$ cat src/rtl/ex_muldiv_unit.sv
// RV32M execute unit: fixed-latency multiplier plus iterative restoring divider, one op in flight.
// Optional: define MULDIV_EARLY_OUT_EN to short-cut divides whose |A| < |B|.
module ex_muldiv_unit #(
    parameter int XLEN    = 32,
    parameter int MUL_LAT = 2,
    parameter int TAG_W   = 5
) (
    input  logic             i_clk,
    input  logic             i_reset,
    input  logic             i_valid,
    output logic             o_ready,
    input  logic [2:0]       i_func3,
    input  logic [XLEN-1:0]  i_A,
    input  logic [XLEN-1:0]  i_B,
    input  logic [TAG_W-1:0] i_rd,
    input  logic             i_flush,
    output logic             o_valid,
    input  logic             i_ready,
    output logic [XLEN-1:0]  o_result,
    output logic [TAG_W-1:0] o_rd
);

    localparam int CNT_MAX = (XLEN > MUL_LAT) ? XLEN : MUL_LAT;
    localparam int CNT_W   = $clog2(CNT_MAX + 1);
    localparam logic [CNT_W-1:0] MUL_LAST = CNT_W'(MUL_LAT - 1);
    localparam logic [CNT_W-1:0] DIV_LAST = CNT_W'(XLEN);
    localparam logic [XLEN-1:0]  SMIN     = {1'b1, {(XLEN-1){1'b0}}};

    typedef enum logic [2:0] {S_IDLE, S_MUL, S_DIV, S_FIX, S_SPEC, S_DONE} state_t;

    state_t             state, state_nxt;
    logic [1:0]         op_q;     // func3[1:0]; func3[2] only steers the state path
    logic [XLEN-1:0]    a_q, b_q;
    logic [TAG_W-1:0]   rd_q;
    logic [CNT_W-1:0]   cnt;
    logic [XLEN-1:0]    rem_q, quo_q, dvs_q;

    function automatic logic [XLEN-1:0] mag(input logic [XLEN-1:0] v, input logic sgn);
        return (sgn && v[XLEN-1]) ? -v : v;
    endfunction

    // Accept-time classification of divides
    logic accept, in_signed, in_spec;
    always_comb begin
        accept    = i_valid && (state == S_IDLE) && !i_flush;
        in_signed = !i_func3[0];
        in_spec   = (i_B == '0) || (in_signed && i_A == SMIN && i_B == '1);
`ifdef MULDIV_EARLY_OUT_EN
        if (mag(i_A, in_signed) < mag(i_B, in_signed))
            in_spec = 1'b1;
`endif
    end

    // Multiplier: operands extended to 2*XLEN so one unsigned product covers all sign modes
    logic [2*XLEN-1:0] mul_a, mul_b, prod;
    logic [XLEN-1:0]   mul_res;
    always_comb begin
        mul_a   = {{XLEN{(op_q != 2'b11) & a_q[XLEN-1]}}, a_q};
        mul_b   = {{XLEN{!op_q[1] & b_q[XLEN-1]}}, b_q};
        prod    = mul_a * mul_b;
        mul_res = (op_q == 2'b00) ? prod[XLEN-1:0] : prod[2*XLEN-1:XLEN];
    end

    // Divider step; the extra bit of the trial difference is the borrow
    logic [XLEN:0]   shifted, diff;
    logic            q_neg, r_neg, d0, ovf;
    logic [XLEN-1:0] div_res, spec_res;
    always_comb begin
        shifted = {rem_q, quo_q[XLEN-1]};
        diff    = shifted - {1'b0, dvs_q};
        q_neg   = !op_q[0] && (a_q[XLEN-1] ^ b_q[XLEN-1]);
        r_neg   = !op_q[0] && a_q[XLEN-1];
        div_res = op_q[1] ? (r_neg ? -rem_q : rem_q) : (q_neg ? -quo_q : quo_q);
        d0      = (b_q == '0);
        ovf     = !op_q[0] && (a_q == SMIN) && (b_q == '1);
        if (d0)
            spec_res = op_q[1] ? a_q : '1;
        else if (ovf)
            spec_res = op_q[1] ? '0 : a_q;
        else
            spec_res = op_q[1] ? a_q : '0;
    end

    always_ff @(posedge i_clk or posedge i_reset) begin
        if (i_reset) state <= S_IDLE;
        else         state <= state_nxt;
    end

    // NOTE: every variable assigned in always_comb gets a default first so no latch is inferred.
    always_comb begin
        state_nxt = state;
        case (state)
            S_IDLE: if (accept) state_nxt = !i_func3[2] ? S_MUL : (in_spec ? S_SPEC : S_DIV);
            S_MUL:  if (cnt == MUL_LAST) state_nxt = S_DONE;
            S_DIV:  if (cnt == DIV_LAST) state_nxt = S_FIX;
            S_FIX:  state_nxt = S_DONE;
            S_SPEC: state_nxt = S_DONE;
            S_DONE: if (i_ready) state_nxt = S_IDLE;
            default: state_nxt = S_IDLE;
        endcase
        if (i_flush && state != S_IDLE)
            state_nxt = S_IDLE;
    end

    assign o_ready = (state == S_IDLE);
    assign o_valid = (state == S_DONE);

    // NOTE: sequential state uses non-blocking assignments so all registers update from pre-edge values.
    always_ff @(posedge i_clk or posedge i_reset) begin
        if (i_reset) begin
            // NOTE: these are plain registers, not a memory, so all of them are cleared on reset.
            op_q     <= '0;
            a_q      <= '0;
            b_q      <= '0;
            rd_q     <= '0;
            cnt      <= '0;
            rem_q    <= '0;
            quo_q    <= '0;
            dvs_q    <= '0;
            o_result <= '0;
            o_rd     <= '0;
        end else begin
            case (state)
                S_IDLE: if (accept) begin
                    op_q <= i_func3[1:0];
                    a_q  <= i_A;
                    b_q  <= i_B;
                    rd_q <= i_rd;
                    cnt  <= '0;
                end
                S_MUL: begin
                    if (cnt != MUL_LAST) begin
                        cnt <= cnt + CNT_W'(1);
                    end else if (!i_flush) begin
                        o_result <= mul_res;
                        o_rd     <= rd_q;
                    end
                end
                S_DIV: begin
                    cnt <= cnt + CNT_W'(1);
                    if (cnt == '0) begin
                        rem_q <= '0;
                        quo_q <= mag(a_q, !op_q[0]);
                        dvs_q <= mag(b_q, !op_q[0]);
                    end else if (!diff[XLEN]) begin
                        rem_q <= diff[XLEN-1:0];
                        quo_q <= {quo_q[XLEN-2:0], 1'b1};
                    end else begin
                        rem_q <= shifted[XLEN-1:0];
                        quo_q <= {quo_q[XLEN-2:0], 1'b0};
                    end
                end
                S_FIX: if (!i_flush) begin
                    o_result <= div_res;
                    o_rd     <= rd_q;
                end
                S_SPEC: if (!i_flush) begin
                    o_result <= spec_res;
                    o_rd     <= rd_q;
                end
                default: ;
            endcase
        end
    end

endmodule
$ cat config.mk
export PLATFORM = sky130hd
export DESIGN_NAME = ex_muldiv_unit
export DESIGN_NICKNAME = d
export VERILOG_FILES = /design/src/rtl/ex_muldiv_unit.sv
export SDC_FILE = /design/constraint.sdc
export NUM_CORES = 2
export LEC_CHECK = 0
export BUFFER_PORTS_ARGS = -buffer_cell sky130_fd_sc_hd__buf_4
export CAP_MARGIN = 25
export CORE_ASPECT_RATIO = 0.8
export CORE_MARGIN = 2
export CORE_UTILIZATION = 45
export DETAILED_ROUTE_END_ITERATION = 6
export PLACE_DENSITY_LB_ADDON = 0.1
export SLEW_MARGIN = 10
export SYNTH_ARGS = -nofsm -noshare
export SYNTH_HDL_FRONTEND = slang
export SYNTH_SLANG_ARGS = --single-unit
$ cat constraint.sdc
create_clock -name i_clk -period 15.15 [get_ports i_clk]
set_clock_uncertainty 0.2 [all_clocks]
set_input_delay 0 -clock i_clk [delete_from_list [all_inputs] [get_ports i_clk]]
set_output_delay 0 -clock i_clk [all_outputs]
set_load 0.01 [all_outputs]
==> results.md <==
- The category of the worst setup path launch point is a register.
- The count of clock tree sinks is 213.
- The final period demand of the worst path is 9.46 ns.
- The die covers 0.119 mm^2.
- The endpoint required time on the critical path is 15.47 ns.
- In this run the tool buffered the top-level ports with 115 buffer cells.
- The parity-gate share of the synthesized area counting xor and xnor cells is 0.0349.
- The finished cells cover 0.0565 mm^2.
- The worst min-delay path category is in2reg.
- Among the stages of the critical path, the cell type that occurs most often is sky130_fd_sc_hd__fa_1.
- The number of remaining DRC errors is 0.
- In the final layout, flip-flops and latches occupy 0.00535 mm^2.
- The overall die height is 309 um.
- From left edge to right edge, the die measures 386 um.
- Sorting the synthesized cells by how often they occur yields sky130_fd_sc_hd__inv_1 (1163), sky130_fd_sc_hd__fa_1 (1126), sky130_fd_sc_hd__nand2_1 (907).
- The number of distinct library cells after synthesis is 93.
- The share of the clock period used by the worst path is 0.625.
- After detailed placement, the design holds a cell count of 7277.
- Summing all multi-input logic gate instances after layout gives 0.0414 mm^2.
- The sum of negative setup slack is 0 ns.
- The number of endpoints with negative hold slack in the final report came to 0.
- The non-filler instance count after layout is 7417.
- The signed area change from the synthesized netlist to the final layout is 7.76%.
- The share of the synthesized area in compound gates (AO/OA/AOI/OAI) is 0.0862.
- Of all cell types, the one taking the most synthesized area is sky130_fd_sc_hd__fa_1.
- The post-synthesis instance total is 5906.
- The final max-slew violation count came to 0.
- The worst hold path passes through 3 cells.
- After detailed routing, the number of vias per cell comes to 5.60.
- The number of core rows is 111.
- By area, the combinational part of the netlist is dominated by adder cells.
- The clock passes through at most 3 buffers.
- Sorting the synthesized cells by area gives the leading types as sky130_fd_sc_hd__fa_1 (43%), sky130_fd_sc_hd__dfrtp_1 (10%), sky130_fd_sc_hd__inv_1 (8.3%).
- The overall global routing resource usage is 0.313.
- The post-CTS setup buffer count is 0.
- For the worst flop-to-flop path, the logic depth is 27.
- For the pin with the worst max-slew slack, the measured transition is 1.01 ns.
- The largest stage delay on the critical path is 0.78 ns.
- The global-route wire length before repair is 277000 um.
- The number of levels the H-tree was split into is 1.
- The top-level I/O count is 116.
- After synthesis the cells add up to 0.0524 mm^2.
- The biggest fanout along the worst timing path is 31.
- STA classifies the critical path endpoint as a register.
- The post-CTS clock slew at the launch and capture registers of the worst setup and hold paths is 0.07 ns.
- Fill cells in the final layout number 11047.
- Entering global routing, the biggest net connects 73 pins.
- The first detailed-routing pass took 5 iterations.
- The initial antenna violation count is 15.
- In this run the remaining antenna-violating nets after routing total 0.
- At the later pin of the worst-skew pair, clock insertion delay measures 0.60 ns.
- The average instance area after synthesis is 8.88 um^2.
- The final layout contains routed wiring with a total length of 182000 um.
- The routed layout has 41562 vias.
- The starting DRC count in detailed routing is 4109.
- The clock buffer count from CTS is 23.
- The global-route congestion overflow total is 0.
- The peak clock frequency supported by timing is 106 MHz.
- The root cell of the clock tree is sky130_fd_sc_hd__clkbuf_16.
- The cell type of the slowest stage on the worst timing path is sky130_fd_sc_hd__fa_1.
- The adder and majority gate portion of the synthesized area is 0.490.
- The count of final setup violators is 0.
- The half-perimeter wire length after detailed placement is 139000 um.
- Setup repair after global routing left no endpoint under its margin.
- The synthesized net count is 7362.
- Measured against its own limit, the worst slew margin works out to 0.325.
- The run finished with clean final reports.
- The multiplexer fraction of the synthesized cell area is 0.0172.
- The async set-reset flop share out of synthesis is 1.00.
- Of the total synthesized cell area, the portion taken by AND, OR, NAND and NOR gates is 0.159.
- The signal arrival time at the worst endpoint is 9.79 ns.
- The share of the Yosys chip area taken by registers is 0.102.
- The global placement routability congestion is 0.990.
- The most frequently used flop master after synthesis is sky130_fd_sc_hd__dfrtp_1.
- The count of flip-flops with a built-in enable after synthesis is 0.
- The share of synthesized area in the top cell type comes to 0.430.
- The count of warnings emitted by yosys is 0.
- In the final layout, the share of cells above drive strength 1 is 0.0706.
- The worst setup path category is reg2reg.
- The core region is 0.115 mm^2.
- The final net count is 7328.
- Counting flops and latches in the post-synthesis netlist gives 213.
- After detailed routing, the average wire length per cell comes to 24.5 um.
- The most used standard cell by instance count after synthesis is sky130_fd_sc_hd__inv_1.
- The TritonCTS clock tree is built.
- Across the run, the number of max-cap violations was 0.
- The initial utilization of the core area, before any placement, comes to 0.456.
- The number of global-route vias before repair is 42651.
- The total placed instance area is 0.0547 mm^2.
==> worst max-delay path: cells and delay by family, from the launching register on <==
| family | cells | cell delay [ns] |
|---|---|---|
| simple gates | 2 | 0.35 |
| buf+inv | 8 | 1.46 |
| fa+ha+maj | 9 | 4.93 |
| flops | 1 | 0.60 |
| compound gates | 8 | 1.79 |
==> layout by cell type, fill, tap and decap left out, types with 18 or more instances in the layout <==
cell and count:
sky130_fd_sc_hd__a211oi_1 18, sky130_fd_sc_hd__a21oi_1 247, sky130_fd_sc_hd__ha_1 253, sky130_fd_sc_hd__o211ai_1 25
sky130_fd_sc_hd__a31oi_1 28, sky130_fd_sc_hd__nand3_1 44, sky130_fd_sc_hd__and3_1 22, sky130_fd_sc_hd__o22ai_1 20
sky130_fd_sc_hd__dfrtp_1 194, sky130_fd_sc_hd__nand4_1 47, sky130_fd_sc_hd__nor3_1 38, sky130_fd_sc_hd__nand2b_1 27
sky130_fd_sc_hd__dlygate4sd3_1 94, sky130_fd_sc_hd__a21o_1 39, sky130_fd_sc_hd__and2_1 356, sky130_fd_sc_hd__mux2_2 74
sky130_fd_sc_hd__xnor2_1 124, sky130_fd_sc_hd__clkbuf_16 23, sky130_fd_sc_hd__nor2_1 212, sky130_fd_sc_hd__o21ai_0 161
sky130_fd_sc_hd__inv_1 1162, sky130_fd_sc_hd__fa_1 1126, sky130_fd_sc_hd__dfrtp_2 19, sky130_fd_sc_hd__buf_4 217
sky130_fd_sc_hd__nand2_1 906, sky130_fd_sc_hd__o21bai_1 18, sky130_fd_sc_hd__xor2_1 84, sky130_fd_sc_hd__nor4_1 30
sky130_fd_sc_hd__o31ai_1 18
==> flip-flops by register name, summed over array words and instances (netlist names) <==
name,count
a_q,32
b_q,32
dvs_q,32
o_result,32
quo_q,32
rem_q,32
cnt,6
o_rd,5
rd_q,5
state,3
op_q,2
==> metal layers <==
layer	GRT usage	wire (um)	vias to the layer above
li1	-	-	17929
met1	0.455	78200	21561
met2	0.465	77600	1796
met3	0.0670	18200	274
met4	0.102	7530	2
met5	0	11	-
==> path summary, 6_finish.rpt <==
kind                               from           end  slack [ns]
min in group asynchronous       i_reset        b_q[0]        0.45
worst min-delay path             i_A[1]        a_q[1]       0.009
max in group asynchronous       i_reset       op_q[1]       13.05
worst min register to register  rd_q[0]       o_rd[0]        0.25
worst max-delay path            op_q[0]  o_result[30]        5.69
worst max register to register  op_q[0]  o_result[30]        5.69
==> cells by family after synthesis <==
| kind of cell | count (synthesis) |
|---|---|
| DFF | 213 |
| and+or+nand+nor | 1768 |
| muxes | 81 |
| buffers and inverters | 1539 |
| xor gates and xnor gates | 209 |
| adders and majority gates | 1379 |
| AOI/OAI and AO/OA | 717 |
==> cell type report <==
cell class                 instances  area share
antenna                            3    0.000133
clock buffer                      31      0.0116
clock inverter                    11     0.00239
inverter                        1163      0.0774
multi-input combinational       4154       0.732
sequential                       213      0.0948
tap                             1525      0.0338
timing repair buffer             317      0.0478
==> what timing repair did <==
action,4_1_cts,5_1_grt
resized for setup,0,0
endpoints found under the setup margin,0,0
hold buffers,94,0
hold endpoints to repair,176,0
==> through the flow <==
| stage | setup slack (ns) | hold WS, ns | utilization |
|---|---|---|---|
| global route | 5.11 | 0.0190 | 0.491 |
| detailed placement | 5.73 | -0.0982 | 0.476 |
| finish | 5.69 | 0.00879 | 0.491 |
| global placement | 5.88 | -0.0916 | 0.475 |
| floorplan | 6.44 | -0.113 | - |
| CTS | 5.71 | 0.00372 | 0.491 |
Power is left out: the tool's default activity adds up to more than one toggle a clock period on the data nets, which glitch-free logic cannot reach.
